[src/rtl/xor_pkg.sv]
// xor_pkg: shared types and helpers for the XOR engine stream driver
package xor_pkg;

    localparam int WORD_W = 32;

    typedef enum logic [2:0] {
        ST_IDLE,
        ST_ISSUE,
        ST_WAIT,
        ST_GAP,
        ST_ERR
    } state_t;

    // Rotate left by r; the upper half of the doubled word is the rotated value
    function automatic logic [WORD_W-1:0] rotl32(input logic [WORD_W-1:0] x, input logic [4:0] r);
        logic [2*WORD_W-1:0] d;
        d = {x, x} << r;
        return d[2*WORD_W-1:WORD_W];
    endfunction

endpackage

[src/rtl/xor_result_fifo.sv]
// xor_result_fifo: small register FIFO holding ciphertext words with their last flags
module xor_result_fifo #(
    parameter int DEPTH = 4,
    parameter int W     = 33
) (
    input  logic                     clk,
    input  logic                     rst,
    input  logic                     push,
    input  logic                     pop,
    input  logic [W-1:0]             din,
    output logic [W-1:0]             dout,
    output logic                     full,
    output logic                     empty,
    output logic [$clog2(DEPTH):0]   count
);

    localparam int AW = $clog2(DEPTH);
    localparam int CW = AW + 1;

    logic [W-1:0]  mem [DEPTH];
    logic [AW-1:0] wr_ptr, rd_ptr;
    logic          do_push, do_pop;

    // A pop frees the slot the same cycle, so a push into a full FIFO is legal alongside it
    assign do_pop  = pop && !empty;
    assign do_push = push && (!full || do_pop);
    assign full    = count == CW'(DEPTH);
    assign empty   = count == '0;
    assign dout    = mem[rd_ptr];

    // Storage, pointers and occupancy; storage is cleared so the head reads zero after reset
    always_ff @(posedge clk) begin
        if (rst) begin
            wr_ptr <= '0;
            rd_ptr <= '0;
            count  <= '0;
            for (int i = 0; i < DEPTH; i++) mem[i] <= '0;
        end else begin
            if (do_push) begin
                mem[wr_ptr] <= din;
                wr_ptr      <= wr_ptr + 1'b1;
            end
            if (do_pop) rd_ptr <= rd_ptr + 1'b1;
            count <= count + CW'(do_push) - CW'(do_pop);
        end
    end

endmodule

[src/rtl/xor_stream_driver.sv]
// xor_stream_driver: valid/ready front-end that feeds the XOR engine one word at a time and queues its results
module xor_stream_driver
    import xor_pkg::*;
#(
    parameter int DEPTH   = 4,
    parameter int ROT     = 1,
    parameter int TIMEOUT = 8
) (
    input  logic              clk,
    input  logic              rst,
    input  logic              key_load,
    input  logic [WORD_W-1:0] key_seed,
    input  logic              in_valid,
    output logic              in_ready,
    input  logic [WORD_W-1:0] in_data,
    input  logic              in_last,
    output logic              enc_start,
    output logic [WORD_W-1:0] enc_data,
    output logic [WORD_W-1:0] enc_key,
    input  logic              enc_done,
    input  logic [WORD_W-1:0] enc_result,
    output logic              out_valid,
    input  logic              out_ready,
    output logic [WORD_W-1:0] out_data,
    output logic              out_last,
    output logic              busy,
    output logic              err
);

    localparam int CW = $clog2(TIMEOUT + 1);
    // cnt is 0 in the first WAIT cycle (one cycle after start), so this value marks TIMEOUT-1 cycles since start
    localparam logic [CW-1:0] TMO_LAST = CW'(TIMEOUT - 2);

    state_t                  state, state_nxt;
    logic [CW-1:0]           cnt;
    logic [WORD_W-1:0]       key_q, seed_q;
    logic                    last_q;
    logic                    take, done_ok, timeout;
    logic                    fifo_full, fifo_empty, pop;
    logic [$clog2(DEPTH):0]  fifo_count;

    assign take    = in_valid && in_ready;
    assign done_ok = (state == ST_WAIT) && enc_done;
    assign timeout = (state == ST_WAIT) && !enc_done && (cnt == TMO_LAST);
    assign pop     = out_valid && out_ready;

    // State register
    always_ff @(posedge clk) begin
        if (rst) state <= ST_IDLE;
        else     state <= state_nxt;
    end

    // Next-state: one word in flight, a fixed gap after each result, ERR is terminal
    always_comb begin
        state_nxt = state;
        case (state)
            ST_IDLE:  state_nxt = take ? ST_ISSUE : ST_IDLE;
            ST_ISSUE: state_nxt = ST_WAIT;
            ST_WAIT:  state_nxt = done_ok ? ST_GAP : timeout ? ST_ERR : ST_WAIT;
            ST_GAP:   state_nxt = ST_IDLE;
            default:  state_nxt = ST_ERR;
        endcase
    end

    // Outputs decoded from state; in_ready is held low while reset is asserted
    always_comb begin
        in_ready  = !rst && (state == ST_IDLE) && !fifo_full;
        enc_start = state == ST_ISSUE;
        busy      = (state != ST_IDLE) || (fifo_count != '0);
        out_valid = !fifo_empty;
    end

    // Word latch toward the engine, timeout counter and sticky error
    always_ff @(posedge clk) begin
        if (rst) begin
            enc_data <= '0;
            enc_key  <= '0;
            last_q   <= 1'b0;
            cnt      <= '0;
            err      <= 1'b0;
        end else begin
            if (take) begin
                enc_data <= in_data;
                enc_key  <= key_q;
                last_q   <= in_last;
            end
            cnt <= (state == ST_ISSUE) ? '0 : (state == ST_WAIT) ? cnt + 1'b1 : cnt;
            if (timeout) err <= 1'b1;
        end
    end

    // Rolling key: load when idle, rotate after each result, restart from the seed after a packet end
    always_ff @(posedge clk) begin
        if (rst) begin
            key_q  <= '0;
            seed_q <= '0;
        end else if (key_load && !busy) begin
            key_q  <= key_seed;
            seed_q <= key_seed;
        end else if (done_ok) begin
            key_q <= last_q ? seed_q : rotl32(key_q, 5'(ROT));
        end
    end

    xor_result_fifo #(
        .DEPTH (DEPTH),
        .W     (WORD_W + 1)
    ) u_fifo (
        .clk   (clk),
        .rst   (rst),
        .push  (done_ok),
        .pop   (pop),
        .din   ({enc_result, last_q}),
        .dout  ({out_data, out_last}),
        .full  (fifo_full),
        .empty (fifo_empty),
        .count (fifo_count)
    );

endmodule

[config.mk]
export PLATFORM = sky130hd
export DESIGN_NAME = xor_stream_driver
export DESIGN_NICKNAME = d
export VERILOG_FILES = /design/src/rtl/xor_pkg.sv /design/src/rtl/xor_result_fifo.sv /design/src/rtl/xor_stream_driver.sv
export SDC_FILE = /design/constraint.sdc
export NUM_CORES = 1
export LEC_CHECK = 0
export ABC_AREA = 1
export ABC_CLOCK_PERIOD_IN_PS = 7100
export BUFFER_PORTS_ARGS = -buffer_cell sky130_fd_sc_hd__buf_2
export CAP_MARGIN = 30
export CORE_MARGIN = 2
export CORE_UTILIZATION = 30
export DETAILED_ROUTE_END_ITERATION = 16
export PLACE_DENSITY = 0.48
export SETUP_SLACK_MARGIN = 0.2
export SLEW_MARGIN = 15
export SYNTH_ARGS = -nofsm -noshare
export SYNTH_HDL_FRONTEND = slang
export SYNTH_SLANG_ARGS = --single-unit
[constraint.sdc]
create_clock -name clk -period 7.1 [get_ports clk]
set_input_delay 1.42 -clock clk [delete_from_list [all_inputs] [get_ports clk]]
set_output_delay 1.42 -clock clk [all_outputs]
set_load 0.05 [all_outputs]
======== Yosys cells after proc, flatten, opt, wreduce, memory -nomap -nowiden ========
Memories as Yosys holds them, arrays and structs flattened. A register that Yosys moved wholly into a read port is not among the register bits.
Index checks and enable logic that the tools add are counted.
cells by class
  add/sub/neg operators ................... 5
  equality and inequality tests ........... 5
  mux-type cells .......................... 17
  reductions and logical operators ........ 24
operators by type and width
  cell                   count
  $mux W32               3
  $mux W33               1
  $reduce_or A33 Y1      1
  $pmux W3 S4            1
  $logic_and A1 B1 Y1    10
  $mux W1                7
  $eq A3 B2 Y1 const B   2
  $logic_not A3 Y1       2
  $mux W2                3
  $mux W3                2
  $reduce_bool A3 Y1     2
  $logic_not A1 Y1       5
  $add A2 B1 Y2 const B  2
  $add A4 B1 Y4 const B  1
  $eq A4 B3 Y1 const B   1
  $add A3 B1 Y3          1
  $eq A3 B1 Y1 const B   1
  $eq A3 B3 Y1 const B   1
  $sub A3 B1 Y3          1
  $logic_or A1 B1 Y1     2
  $reduce_bool A2 Y1     1
  $reduce_or A2 Y1       1
storage, ports and cells
  register bits ........................... 144
  bits in writable memories ............... 132
  bits of input ports ..................... 103
  output and inout bits ................... 102
  word-level logic and storage cells ...... 63
  memories kept ........................... 1
memory list
  name        depth  width  rd ports  clocked after memory_dff  write ports  RTL line               text
  u_fifo.mem  4      33     1         1                         4            xor_result_fifo.sv:20  logic [W-1:0] mem [DEPTH];

======== Longest topological paths before layout ========
  depth in word-level cells ............... 11
  mapped depth ............................ 12
  mapped depth without buffers ............ 12

======== Hierarchy ========
From an unflattened synthesis, not the netlist that was laid out.
unflattened totals
  cells, all modules ...................... 1459
  area total of the unflattened synthesis .. 12386.9 µm²
modules (own cells, without submodules)
  module             times used  cells an instance  area an instance (µm²)  sequential area each (µm²)
  xor_result_fifo    1           596                6426.2                  4144.0
  xor_stream_driver  1           863                5960.7                  2742.6

======== Worst setup path before layout ========
OpenSTA, ideal clock, no wires.
  kind .................................... input-to-reg
  start ................................... in enc_done
  end ..................................... mem u_fifo.mem[3][0], enable pin
  setup time .............................. 0.469 ns
  arrival time ............................ 4.101 ns
  required time ........................... 6.631 ns
  slack ................................... 2.530 ns
  cell stages on the path ................. 4
  buffers on the path ..................... 0
  path through ............................ inv_1 -> nor2_4 -> nand2_4 -> o21ai_0
RTL lines
  what             RTL line                 text
  start, declared  xor_stream_driver.sv:20  input logic enc_done,
  end, declared    xor_result_fifo.sv:20

======== Final worst setup path ========
  start ................................... in rst
  end ..................................... out in_ready
on the way
  word-level cells in the longest chain between the ends .. 3
RTL lines
  what                              RTL line                 text
  start, declared                   xor_stream_driver.sv:10  input logic rst,
  $logic_not A1 Y1                  xor_stream_driver.sv:67  in_ready = !rst && (state == ST_IDLE) && !fifo_full;
  $logic_and A1 B1 Y1 (2 in a row)  xor_stream_driver.sv:67
  end, declared                     xor_stream_driver.sv:14  output logic in_ready,
No other way between the ends.

==> qor.yml <==
status:
  status: "finished clean"
clock_tree:
  cts.sinks: 278
  clk_pin_slew_ns: 0.06
  clockRootBuffer: "clkbuf_16"
  cts_resized: 0
  cts_made_buffers: 31
  hold_buffers: 0
  clk_latency_ns: 0.58
  cts_tree: "built"
  htree_levels: 1
  cts_buffer_depth: 3
  post_cts_buffers: 0
place:
  portBuffers: 204
  placedCellCount: 2202
  globalplace.congestion: 0.734
  preCtsSetupSlack_ns: 2.53
  dpl_cell_area_um2: 13800
  dp_hpwl_um: 21400
floorplanning:
  die_x_um: 207
  io_pins: 205
  start_util: 0.303
  die_h_um: 207
  rows: 74
  die_area_um2: 42700
  core_um2: 40700
pwr:
  p_clk_frac: 0.288
  powerDensity_nw_per_um2: 368
  peakVddDrop_uv: 167
  seq_power_share: 0.365
  p_comb_frac: 0.346
  sw_frac_of_total: 0.398
  intPower_mw: 3.29
  p_leak_nw: 6.86
  fin_total_pwr_mw: 5.47
  p_sw_mw: 2.17
timing:
  report.final.hold_viol_count: 0
  rsz0062_at_grt: "false"
  timing.hold.ws_ns: 0.454
  finalSetupTns_ns: 0
  tightest_slew_ns: 0.949
  finalMaxSlewViolations: 0
  fin_crit_sh: 0.623
  clock_skew_ns: 0.0360
  setup_viol: 0
  timing.final.ws_setup_ns: 2.67
  slew_headroom: 0.362
  min_period_ns: 4.43
  max_freq_ghz: 0.226
yosys:
  synth-edff-count: 132
  synthFlopType: "dfxtp_1"
  synthTopCellsByArea: "edfxtp_1 (32%), dfxtp_1 (24%), nand2_1 (11%), nor2_1 (8.1%), inv_1 (5.7%)"
  yosysWarningCount: 0
  async_flop_share: 0
  avgSynthCellArea_um2: 7.97
  synth_cells: 1548
  synth_area_um2: 12300
  synthTopCellsByCount: "nand2_1 (353), nor2_1 (266), inv_1 (188), dfxtp_1 (146), nand3_1 (136)"
  yosysMostFrequentCell: "nand2_1"
  synth_top_area_share: 0.321
  yosysSeqAreaShare: 0.558
  yosysTopAreaCell: "edfxtp_1"
  yosys.cell_types.count: 27
  syn_nets: 1656
  ys_ff_latch: 278
hold_path:
  hp-start: "err"
  min_to: "err"
  hold_path_class: "reg2reg"
  whs_path_depth: 2
critical_path:
  cpMostUsedCell: "buf_4"
  critPathTopFamily: "buffers and inverters"
  worstSetupEndpointType: "output pin"
  rr_startpoint: "state[0]"
  cp_max_fo: 57
  crit_chain: "buf_4 -> buf_4 -> nor3_4 -> buf_2"
  cp_num_buf_inv: 3
  critical_path_required_ns: 5.68
  worstReg2RegEnd: "u_fifo.mem[0][17]"
  r2r_cells: 9
  critical-path-max-stage-delay_ns: 0.67
  startpoint_type: "primary input"
  slowest_stage: "buf_4"
  r2r_slack_ns: 3.61
  path_class: "in2out"
  arrival_ns: 3.01
finish:
  stdcell_area_um2: 14800
  fin_util: 0.364
  syn2layout_area_growth_pct: 20.3
  fin_cells: 2260
  drive_gt1_frac: 0.169
  layout.nets: 1812
  fillers: 4353
routing:
  avgRoutedWirePerCell_um: 15.5
  vias: 10300
  drcViolationCount: 0
  postRouteWirelength_um: 35100
  dr.pass1.iters: 5
  via_per_inst: 4.56
  drtAntennaViolNets: 0
  drt-initial-drc-count: 772
run:
  maxCapViolCount: 0
global_route:
  track_usage: 0.161
  grt_max_degree: 68
  antenna_found_initial: 0
  grt_first_pass_wirelength_um: 54100
  gr-total-overflow: 0
  first_global_vias: 9631
-- layer usage --
metal  track usage  vias to the layer above  part of all wire
met5             0                        -                 0
met4        0.0405                        0             0.023
met3        0.0256                       51             0.049
met2         0.270                      219              0.48
met1         0.217                     4817              0.45
li1              -                     5220                 -
-- worst max-delay path by stage --
stage / endpoint / slack, ns / from / depth (start not counted)
after global placement: u_fifo.mem[0][12] / 2.59 / enc_done / 9
after CTS: in_ready / 2.67 / rst / 4
after detailed placement: u_fifo.mem[0][12] / 2.53 / enc_done / 9
after floorplan: u_fifo.mem[3][0] / 2.53 / enc_done / 4
after global routing: in_ready / 2.55 / rst / 4
final: in_ready / 2.67 / rst / 4
-- cells by family (layout without fill, tap and decap cells) --
logic type | after synthesis | in the layout | share of synthesized area
AOI/OAI and AO/OA | 185 | 185 | 0.0815
xor gates and xnor gates | 2 | 2 | 0.00142
adders and majority gates | 5 | 5 | 0.00568
buffers and inverters | 291 | 470 | 0.0928
DFF | 278 | 278 | 0.558
other | 0 | 1 | 0
and+or+nand+nor | 787 | 787 | 0.260
-- placed cells by master, fill, tap and decap left out, types with 2 or more instances in the layout --
master,synthesis,final
nand2_1,353,350
nor2_1,266,265
buf_2,24,203
inv_1,188,187
dfxtp_1,146,145
nand3_1,136,135
edfxtp_1,132,132
o21ai_0,93,91
a21oi_1,44,44
o22ai_1,33,33
clkbuf_16,0,31
buf_4,0,16
o21a_1,15,15
nand2_2,11,14
nor3_1,14,14
clkbuf_1,71,11
clkinv_1,2,5
clkbuf_8,0,5
ha_1,4,4
buf_12,0,3
nor2_2,1,2
nor2_4,2,2
inv_2,0,2
o21ai_4,0,2
bufinv_16,0,2
clkinv_2,0,2
-- flip-flops by register name, summed over array words and instances (netlist names), named ones only --
register	count
state	3
err	1
u_fifo.count	3
u_fifo.mem	132
cnt	4
enc_key	32
enc_data	32
key_q	32
u_fifo.wr_ptr	2
seed_q	32
last_q	1
u_fifo.rd_ptr	2
-- worst reg2reg max path: cells and delay by family, from the launching register on --
family | cells | cell delay [ns]
flip-flops | 1 | 0.34
AND/OR/NAND/NOR | 7 | 2.02
buffers and inverters | 2 | 0.71
-- final cells by class --
class,count,area (µm²),area share
tap,532,666,0.0449
antenna,1,2.50,0.000169
multi-input combinational,979,4350,0.293
inverter,190,713,0.0481
timing repair buffer,224,1240,0.0835
clock inverter,9,93.8,0.00632
sequential,278,6890,0.464
clock buffer,47,886,0.0597
-- power groups by stage --
stage	combinational [mW]	sequential [mW]	clock, mW
floorplan	1.22	2.21	0
global placement	1.88	2.03	0
detailed placement	1.92	2.03	0
CTS	1.92	2.00	1.62
global route	2.10	2.02	1.68
finish	1.89	2.00	1.58
(Power assumes the default switching activity.)
